File: src/rtl/cpu_ctrl_pkg.sv
// Shared types and encodings for the hardwired control unit of the 8-bit system datapath.
// Holds the state enum, opcode map, mux/funsel codes and the idle control word.
package cpu_ctrl_pkg;

    typedef enum logic [2:0] {
        ST_RESET,
        ST_FETCH_L,
        ST_FETCH_H,
        ST_EXEC,
        ST_HALT
    } state_t;

    localparam logic [3:0] OP_NOP  = 4'h0;
    localparam logic [3:0] OP_LDI  = 4'h1;
    localparam logic [3:0] OP_LD   = 4'h2;
    localparam logic [3:0] OP_ST   = 4'h3;
    localparam logic [3:0] OP_ADD  = 4'h4;
    localparam logic [3:0] OP_SUB  = 4'h5;
    localparam logic [3:0] OP_AND  = 4'h6;
    localparam logic [3:0] OP_OR   = 4'h7;
    localparam logic [3:0] OP_XOR  = 4'h8;
    localparam logic [3:0] OP_LSL  = 4'h9;
    localparam logic [3:0] OP_LSR  = 4'hA;
    localparam logic [3:0] OP_LDAR = 4'hB;
    localparam logic [3:0] OP_INC  = 4'hC;
    localparam logic [3:0] OP_BRA  = 4'hD;
    localparam logic [3:0] OP_BEQ  = 4'hE;
    localparam logic [3:0] OP_HLT  = 4'hF;

    localparam logic [1:0] MUX_ALU = 2'b00;
    localparam logic [1:0] MUX_MEM = 2'b01;
    localparam logic [1:0] MUX_IRL = 2'b10;
    localparam logic [1:0] MUX_ARF = 2'b11;

    localparam logic [3:0] ALU_PASS_A = 4'b0000;
    localparam logic [3:0] ALU_ADD    = 4'b0100;
    localparam logic [3:0] ALU_SUB    = 4'b0101;
    localparam logic [3:0] ALU_AND    = 4'b0111;
    localparam logic [3:0] ALU_OR     = 4'b1000;
    localparam logic [3:0] ALU_XOR    = 4'b1010;
    localparam logic [3:0] ALU_LSL    = 4'b1011;
    localparam logic [3:0] ALU_LSR    = 4'b1100;

    localparam logic [1:0] FS_CLR  = 2'b00;
    localparam logic [1:0] FS_LOAD = 2'b01;
    localparam logic [1:0] FS_DEC  = 2'b10;
    localparam logic [1:0] FS_INC  = 2'b11;

    localparam logic [3:0] ARF_PC = 4'b0001;
    localparam logic [3:0] ARF_AR = 4'b1000;

    localparam logic [1:0] OUTB_AR = 2'b00;
    localparam logic [1:0] OUTB_PC = 2'b11;

    typedef struct packed {
        logic [1:0] outasel;
        logic [1:0] outbsel;
        logic [1:0] funsel_ir;
        logic [1:0] funsel_arf;
        logic [1:0] funsel_rf;
        logic [3:0] funsel_alu;
        logic [3:0] regsel_rf;
        logic [3:0] regsel_arf;
        logic [3:0] rf_tsel;
        logic [2:0] rf_o1sel;
        logic [2:0] rf_o2sel;
        logic [1:0] muxsel_a;
        logic [1:0] muxsel_b;
        logic       muxsel_c;
        logic       wr_mem;
        logic       cs_mem;
        logic       ir_enable;
        logic       ir_lh;
    } ctrl_word_t;

    // Nothing written, memory deselected, every funsel parked on "hold/load" with no select.
    localparam ctrl_word_t CTRL_IDLE = '{
        outasel: 2'b00, outbsel: 2'b00,
        funsel_ir: FS_LOAD, funsel_arf: FS_LOAD, funsel_rf: FS_LOAD,
        funsel_alu: 4'b0000, regsel_rf: 4'b0000, regsel_arf: 4'b0000,
        rf_tsel: 4'b0000, rf_o1sel: 3'b000, rf_o2sel: 3'b000,
        muxsel_a: 2'b00, muxsel_b: 2'b00, muxsel_c: 1'b0,
        wr_mem: 1'b0, cs_mem: 1'b1, ir_enable: 1'b0, ir_lh: 1'b0
    };

    function automatic logic [3:0] rf_wsel(input logic [1:0] d);
        return 4'b1000 >> d;
    endfunction

    function automatic logic [2:0] rf_rsel(input logic [1:0] d);
        return {1'b1, d};
    endfunction

endpackage

File: src/rtl/control_unit_if.sv
// Control bus between the sequencer and the system datapath.
// Signal names follow the datapath input ports they drive.
interface control_unit_if;
    logic [7:0] ir_high;
    logic [3:0] alu_flags;
    logic [1:0] outasel;
    logic [1:0] outbsel;
    logic [1:0] funsel_IR;
    logic [1:0] funsel_arf;
    logic [1:0] funsel_rf;
    logic [3:0] funsel_alu;
    logic [3:0] regsel_rf;
    logic [3:0] regsel_arf;
    logic [3:0] rf_tsel;
    logic [2:0] rf_o1sel;
    logic [2:0] rf_o2sel;
    logic [1:0] MUXSelA;
    logic [1:0] MUXSelB;
    logic       MUXSelC;
    logic       wrMEM;
    logic       csMEM;
    logic       IR_enable;
    logic       IR_lh;
    logic       halted;

    modport master (
        input  ir_high, alu_flags,
        output outasel, outbsel, funsel_IR, funsel_arf, funsel_rf, funsel_alu,
               regsel_rf, regsel_arf, rf_tsel, rf_o1sel, rf_o2sel,
               MUXSelA, MUXSelB, MUXSelC, wrMEM, csMEM, IR_enable, IR_lh, halted
    );

    modport slave (
        output ir_high, alu_flags,
        input  outasel, outbsel, funsel_IR, funsel_arf, funsel_rf, funsel_alu,
               regsel_rf, regsel_arf, rf_tsel, rf_o1sel, rf_o2sel,
               MUXSelA, MUXSelB, MUXSelC, wrMEM, csMEM, IR_enable, IR_lh, halted
    );
endinterface

File: src/rtl/control_unit_instr_decoder.sv
// Combinational map from (opcode, Rd, Rs, z_q) to the control word for the single EXEC cycle.
// Pure decode, no state; fields not touched by an opcode stay at the idle word.
module instr_decoder
    import cpu_ctrl_pkg::*;
(
    input  logic [3:0] opcode,
    input  logic [1:0] rd,
    input  logic [1:0] rs,
    input  logic       z_q,
    output ctrl_word_t word
);

    logic [3:0] alu_sel;

    always_comb begin
        alu_sel = ALU_PASS_A;
        case (opcode)
            OP_ADD:  alu_sel = ALU_ADD;
            OP_SUB:  alu_sel = ALU_SUB;
            OP_AND:  alu_sel = ALU_AND;
            OP_OR:   alu_sel = ALU_OR;
            OP_XOR:  alu_sel = ALU_XOR;
            OP_LSL:  alu_sel = ALU_LSL;
            OP_LSR:  alu_sel = ALU_LSR;
            default: alu_sel = ALU_PASS_A;
        endcase
    end

    always_comb begin
        word = CTRL_IDLE;
        case (opcode)
            OP_LDI: begin
                word.regsel_rf = rf_wsel(rd);
                word.muxsel_a  = MUX_IRL;
                word.funsel_rf = FS_LOAD;
            end
            OP_LD: begin
                word.regsel_rf = rf_wsel(rd);
                word.outbsel   = OUTB_AR;
                word.cs_mem    = 1'b0;
                word.muxsel_a  = MUX_MEM;
                word.funsel_rf = FS_LOAD;
            end
            // Store routes Rd through the ALU in pass-A mode onto the memory data bus.
            OP_ST: begin
                word.rf_o1sel   = rf_rsel(rd);
                word.muxsel_c   = 1'b0;
                word.funsel_alu = ALU_PASS_A;
                word.outbsel    = OUTB_AR;
                word.cs_mem     = 1'b0;
                word.wr_mem     = 1'b1;
            end
            OP_ADD, OP_SUB, OP_AND, OP_OR, OP_XOR, OP_LSL, OP_LSR: begin
                word.regsel_rf  = rf_wsel(rd);
                word.rf_o1sel   = rf_rsel(rd);
                word.rf_o2sel   = (opcode <= OP_XOR) ? rf_rsel(rs) : 3'b000;
                word.muxsel_c   = 1'b0;
                word.muxsel_a   = MUX_ALU;
                word.funsel_alu = alu_sel;
                word.funsel_rf  = FS_LOAD;
            end
            OP_LDAR: begin
                word.muxsel_b   = MUX_IRL;
                word.regsel_arf = ARF_AR;
                word.funsel_arf = FS_LOAD;
            end
            OP_INC: begin
                word.regsel_rf = rf_wsel(rd);
                word.funsel_rf = FS_INC;
            end
            OP_BRA, OP_BEQ: begin
                if (opcode == OP_BRA || z_q) begin
                    word.muxsel_b   = MUX_IRL;
                    word.regsel_arf = ARF_PC;
                    word.funsel_arf = FS_LOAD;
                end
            end
            default: word = CTRL_IDLE;
        endcase
    end

endmodule

File: src/rtl/control_unit.sv
// Fetch/execute sequencer: RESET -> FETCH_L -> FETCH_H -> EXEC, HLT parks in HALT until reset.
// Outputs are a combinational decode of state, ir_high and z_q; 3 cycles per instruction.
module control_unit
    import cpu_ctrl_pkg::*;
(
    input  logic           clock,
    input  logic           reset_n,
    control_unit_if.master bus
);

    state_t     state;
    logic       z_q;
    ctrl_word_t exec_word;
    ctrl_word_t word;
    logic [3:0] opcode;
    logic       unused_flags;

    assign opcode       = bus.ir_high[7:4];
    assign unused_flags = ^bus.alu_flags[2:0];

    instr_decoder u_dec (
        .opcode (opcode),
        .rd     (bus.ir_high[3:2]),
        .rs     (bus.ir_high[1:0]),
        .z_q    (z_q),
        .word   (exec_word)
    );

    always_ff @(posedge clock or negedge reset_n) begin
        if (!reset_n) begin
            state <= ST_RESET;
            z_q   <= 1'b0;
        end else begin
            case (state)
                ST_RESET:   state <= ST_FETCH_L;
                ST_FETCH_L: state <= ST_FETCH_H;
                ST_FETCH_H: state <= ST_EXEC;
                ST_EXEC: begin
                    state <= (opcode == OP_HLT) ? ST_HALT : ST_FETCH_L;
                    // Only ALU-writing ops update the zero flag seen by BEQ.
                    if (opcode >= OP_ADD && opcode <= OP_LSR)
                        z_q <= bus.alu_flags[3];
                end
                ST_HALT:    state <= ST_HALT;
                default:    state <= ST_RESET;
            endcase
        end
    end

    always_comb begin
        word = CTRL_IDLE;
        case (state)
            ST_FETCH_L, ST_FETCH_H: begin
                word.outbsel    = OUTB_PC;
                word.cs_mem     = 1'b0;
                word.wr_mem     = 1'b0;
                word.ir_enable  = 1'b1;
                word.funsel_ir  = FS_LOAD;
                word.ir_lh      = (state == ST_FETCH_H);
                word.regsel_arf = ARF_PC;
                word.funsel_arf = FS_INC;
            end
            ST_EXEC: word = exec_word;
            default: word = CTRL_IDLE;
        endcase
    end

    assign bus.outasel    = word.outasel;
    assign bus.outbsel    = word.outbsel;
    assign bus.funsel_IR  = word.funsel_ir;
    assign bus.funsel_arf = word.funsel_arf;
    assign bus.funsel_rf  = word.funsel_rf;
    assign bus.funsel_alu = word.funsel_alu;
    assign bus.regsel_rf  = word.regsel_rf;
    assign bus.regsel_arf = word.regsel_arf;
    assign bus.rf_tsel    = word.rf_tsel;
    assign bus.rf_o1sel   = word.rf_o1sel;
    assign bus.rf_o2sel   = word.rf_o2sel;
    assign bus.MUXSelA    = word.muxsel_a;
    assign bus.MUXSelB    = word.muxsel_b;
    assign bus.MUXSelC    = word.muxsel_c;
    assign bus.wrMEM      = word.wr_mem;
    assign bus.csMEM      = word.cs_mem;
    assign bus.IR_enable  = word.ir_enable;
    assign bus.IR_lh      = word.ir_lh;
    assign bus.halted     = (state == ST_HALT);

endmodule

File: src/flat_wrapper.sv
// flat-port wrapper written by rule: the top's interface ports become plain ports
module control_unit_flat import cpu_ctrl_pkg::*;
  (clock, reset_n, bus_ir_high, bus_alu_flags, bus_outasel, bus_outbsel, bus_funsel_IR, bus_funsel_arf, bus_funsel_rf, bus_funsel_alu, bus_regsel_rf, bus_regsel_arf, bus_rf_tsel, bus_rf_o1sel, bus_rf_o2sel, bus_MUXSelA, bus_MUXSelB, bus_MUXSelC, bus_wrMEM, bus_csMEM, bus_IR_enable, bus_IR_lh, bus_halted);
  control_unit_if bus_i ();
  input  logic clock;
  input  logic reset_n;
  input wire logic [$bits(bus_i.ir_high)-1:0] bus_ir_high;
  input wire logic [$bits(bus_i.alu_flags)-1:0] bus_alu_flags;
  output wire logic [$bits(bus_i.outasel)-1:0] bus_outasel;
  output wire logic [$bits(bus_i.outbsel)-1:0] bus_outbsel;
  output wire logic [$bits(bus_i.funsel_IR)-1:0] bus_funsel_IR;
  output wire logic [$bits(bus_i.funsel_arf)-1:0] bus_funsel_arf;
  output wire logic [$bits(bus_i.funsel_rf)-1:0] bus_funsel_rf;
  output wire logic [$bits(bus_i.funsel_alu)-1:0] bus_funsel_alu;
  output wire logic [$bits(bus_i.regsel_rf)-1:0] bus_regsel_rf;
  output wire logic [$bits(bus_i.regsel_arf)-1:0] bus_regsel_arf;
  output wire logic [$bits(bus_i.rf_tsel)-1:0] bus_rf_tsel;
  output wire logic [$bits(bus_i.rf_o1sel)-1:0] bus_rf_o1sel;
  output wire logic [$bits(bus_i.rf_o2sel)-1:0] bus_rf_o2sel;
  output wire logic [$bits(bus_i.MUXSelA)-1:0] bus_MUXSelA;
  output wire logic [$bits(bus_i.MUXSelB)-1:0] bus_MUXSelB;
  output wire logic [$bits(bus_i.MUXSelC)-1:0] bus_MUXSelC;
  output wire logic [$bits(bus_i.wrMEM)-1:0] bus_wrMEM;
  output wire logic [$bits(bus_i.csMEM)-1:0] bus_csMEM;
  output wire logic [$bits(bus_i.IR_enable)-1:0] bus_IR_enable;
  output wire logic [$bits(bus_i.IR_lh)-1:0] bus_IR_lh;
  output wire logic [$bits(bus_i.halted)-1:0] bus_halted;
  assign bus_i.ir_high = bus_ir_high;
  assign bus_i.alu_flags = bus_alu_flags;
  assign bus_outasel = bus_i.outasel;
  assign bus_outbsel = bus_i.outbsel;
  assign bus_funsel_IR = bus_i.funsel_IR;
  assign bus_funsel_arf = bus_i.funsel_arf;
  assign bus_funsel_rf = bus_i.funsel_rf;
  assign bus_funsel_alu = bus_i.funsel_alu;
  assign bus_regsel_rf = bus_i.regsel_rf;
  assign bus_regsel_arf = bus_i.regsel_arf;
  assign bus_rf_tsel = bus_i.rf_tsel;
  assign bus_rf_o1sel = bus_i.rf_o1sel;
  assign bus_rf_o2sel = bus_i.rf_o2sel;
  assign bus_MUXSelA = bus_i.MUXSelA;
  assign bus_MUXSelB = bus_i.MUXSelB;
  assign bus_MUXSelC = bus_i.MUXSelC;
  assign bus_wrMEM = bus_i.wrMEM;
  assign bus_csMEM = bus_i.csMEM;
  assign bus_IR_enable = bus_i.IR_enable;
  assign bus_IR_lh = bus_i.IR_lh;
  assign bus_halted = bus_i.halted;
  control_unit u_core (.clock(clock), .reset_n(reset_n), .bus(bus_i));
endmodule
File: config.mk
export PLATFORM = sky130hd
export DESIGN_NAME = control_unit_flat
export DESIGN_NICKNAME = d
export VERILOG_FILES = /design/src/rtl/cpu_ctrl_pkg.sv /design/src/rtl/control_unit_if.sv /design/src/rtl/control_unit_instr_decoder.sv /design/src/rtl/control_unit.sv /design/src/flat_wrapper.sv
export SDC_FILE = /design/constraint.sdc
export NUM_CORES = 1
export LEC_CHECK = 0
export CAP_MARGIN = 30
export CORE_MARGIN = 3
export CORE_UTILIZATION = 36
export DETAILED_ROUTE_END_ITERATION = 7
export PLACE_DENSITY = 0.82
export SETUP_SLACK_MARGIN = 0.05
export SLEW_MARGIN = 20
export SYNTH_ARGS = -nofsm -noshare
export SYNTH_HDL_FRONTEND = slang
export SYNTH_SLANG_ARGS = --single-unit
export TNS_END_PERCENT = 50
File: constraint.sdc
create_clock -name clock -period 3.3 [get_ports clock]
set_input_delay 0.99 -clock clock [delete_from_list [all_inputs] [get_ports clock]]
set_output_delay 0.99 -clock clock [all_outputs]
set_load 0.05 [all_outputs]
==> impl_metrics.toml <==
[worst_hold_path]
hold_class = "reg2reg"

[synthesis]
yosysTopAreaCell = "buf_4"
synthArstFlopShare_pct = 100
synth_commonest_cells = "buf_4 (16), nor2_1 (13), a21oi_1 (8)"
syn_inst = 103
syn_area_um2 = 803
ys_seq_elements = 4
yosysTopAreaCellShare_pct = 15.0
syn_avg_cell_area_um2 = 7.80
synth.most_common_cell = "buf_4"
synth.area.top_cells = "buf_4 (15%), dfrtp_1 (12%), nor2_1 (6.1%), buf_6 (5.6%), a21oi_1 (5.0%)"
yosys_warnings = 0
synth-seq-area-share_pct = 12.5
yosysUniqueCellTypes = 40
synth-edff-count = 0
ys.flop_type = "dfrtp_1"

[power_and_ir_drop]
leakage_nw = 0.645
total_power_mw = 1.17
pwr_density_cell_nw_per_um2 = 779
vdd.ir_drop.worst_mv = 0.587

[cts]
cts.sinks = 4
clock_path_buffers = 2
hold_buffers = 0
htreeDepth = 1
cts_root_buf = "clkbuf_4"
cts.reportedPaths.clkPinSlew_ns = 0.04
cts_buffers = 3
clkLatencyLatePin_ns = 0.23
cts_tree = "yes"

[floorplanning]
dieArea_um2 = 2830
rows = 16
num_io_pins = 56
start_util_pct = 39.3
core_area_um2 = 2040
fp.dieH_um = 53.2
die_w_um = 53.2

[timing]
whs_ns = 0.589
final.setup_skew_ns = 0.00245
drv_slew = 0
setup_violations = 0
post-route-period-util_pct = 95.0
fmax_mhz = 319
period_minus_slack_ns = 3.13
rsz0062_at_grt = "false"
hold_violations = 0
setup_ws_ns = 0.167

[drt]
wl_per_cell_um = 13.4
firstDrtPassIters = 4
drc = 0
drt-vias-per-instance = 4.79
drt_iter0_drc = 8
ant_nets = 0
routed_wl_mm = 2.37
vias = 847

[setup_path]
crit_type = "in2out"
endpoint_kind = "output port"
cp-start-kind = "input port"
cp.arrival_ns = 2.14
crit_required_ns = 2.31
cp_max_fo = 5

[global_routing]
grt_max_degree = 13
grt_pass1_vias = 886
grt-ovfl-total = 0
antenna_found_initial = 0
grtUsageTotal_pct = 17.5
grt_pass1_wl_mm = 3.76

[layout]
antennaDiodeCount = 0
area_growth_pct = 87.2
final_cells = 177
final_nets = 166
drive_above_1_share_pct = 48.0

[flow_run]
drv_cap = 0

[place]
place_congestion = 0.846
hpwl_mm = 1.86
place_ws_ns = -0.188
portBuffers = 38
placed_cells = 172

[run_status]
status = "completed"
## worst max-delay path, cell delays in order
cell	delay (ns)
clkdlybuf4s50_1	0.56
nor4_4	0.41
buf_12	0.18
## layout make-up
class,instances,area [um2]
Clock buffer,3,22.5
Fill cell,147,538
Multi-Input combinational cell,87,633
Sequential cell,4,100
Tap cell,27,33.8
Timing Repair Buffer,56,714
## registers in the layout (all words and copies together) (netlist names)
name          flops
u_core.state      3
u_core.z_q        1
## stage by stage
| stage | setup TNS [ns] | utilization [%] | cell area, um2 |
|---|---|---|---|
| 6_report | 0 | 73.7 | 1500 |
| 5_1_grt | 0 | 73.7 | 1500 |
| 4_1_cts | 0 | 72.5 | 1480 |
| 3_5_place_dp | -1.94 | 69.0 | 1410 |
| 3_3_place_gp | -1.15 | 69.0 | 1410 |
| 2_1_floorplan | -0.195 | - | 873 |
## cells by family after synthesis
| family | count (synthesis) | share of synthesized area, % |
|---|---|---|
| AO/OA/AOI/OAI | 18 | 15.6 |
| XOR/XNOR | 3 | 3.27 |
| flip-flops | 4 | 12.5 |
| other | 2 | 0.935 |
| buffers and inverters | 24 | 24.1 |
| AND/OR/NAND/NOR | 52 | 43.6 |
## path summary, 6_finish.rpt
path	startpoint	end	slack [ns]	cells past startpoint
max reg2reg	u_core.state[2]$_DFF_PN0_	u_core.z_q$_DFFE_PN0P_	1.94	4
min in group asynchronous	reset_n	u_core.state[2]$_DFF_PN0_	0.96	1
max	bus_ir_high[3]	bus_regsel_rf[3]	0.17	3
max in group asynchronous	reset_n	u_core.state[1]$_DFF_PN0_	2.17	1
min reg2reg	u_core.state[2]$_DFF_PN0_	u_core.state[0]$_DFF_PN0_	0.59	1
min	u_core.state[2]$_DFF_PN0_	u_core.state[0]$_DFF_PN0_	0.59	1
## cell usage in the layout, fill, tap and decap left out, types with 2 or more instances in the layout
cell type	count
buf_4	16
nand2b_4	2
conb_1	14
clkbuf_2	4
nor3b_1	2
and2b_1	2
nor2_1	12
buf_6	3
nand2_1	6
nor3_2	2
nor3b_2	2
nor2_2	4
nand2b_1	2
clkdlybuf4s50_1	12
xor2_1	2
a21oi_4	2
o21ai_0	2
buf_12	21
and2_1	5
dfrtp_1	4
nor4b_4	2
a21oi_1	7
clkbuf_4	3
## layer usage
layer | vias up | share of wire (%) | GRT usage (%)
li1 | 409 | - | -
met1 | 402 | 39 | 19.3
met2 | 34 | 54 | 33.9
met3 | 2 | 6.0 | 1.13
met4 | 0 | 0.59 | 6.81
met5 | - | 0 | 0
## power breakdown
group,switching [mW],internal (mW),leakage [nW],total [mW]
clock network,0.0202,0.0407,0.0138,0.0609
logic,0.628,0.374,0.583,1.00
registers,0.0403,0.0688,0.0489,0.109
## repair_timing
action	CTS	global route
endpoints found under the setup margin	21	7
buffers inserted	1	1
resized for setup	13	11
pin swaps	5	3
Power figures use the tool's default switching activity.
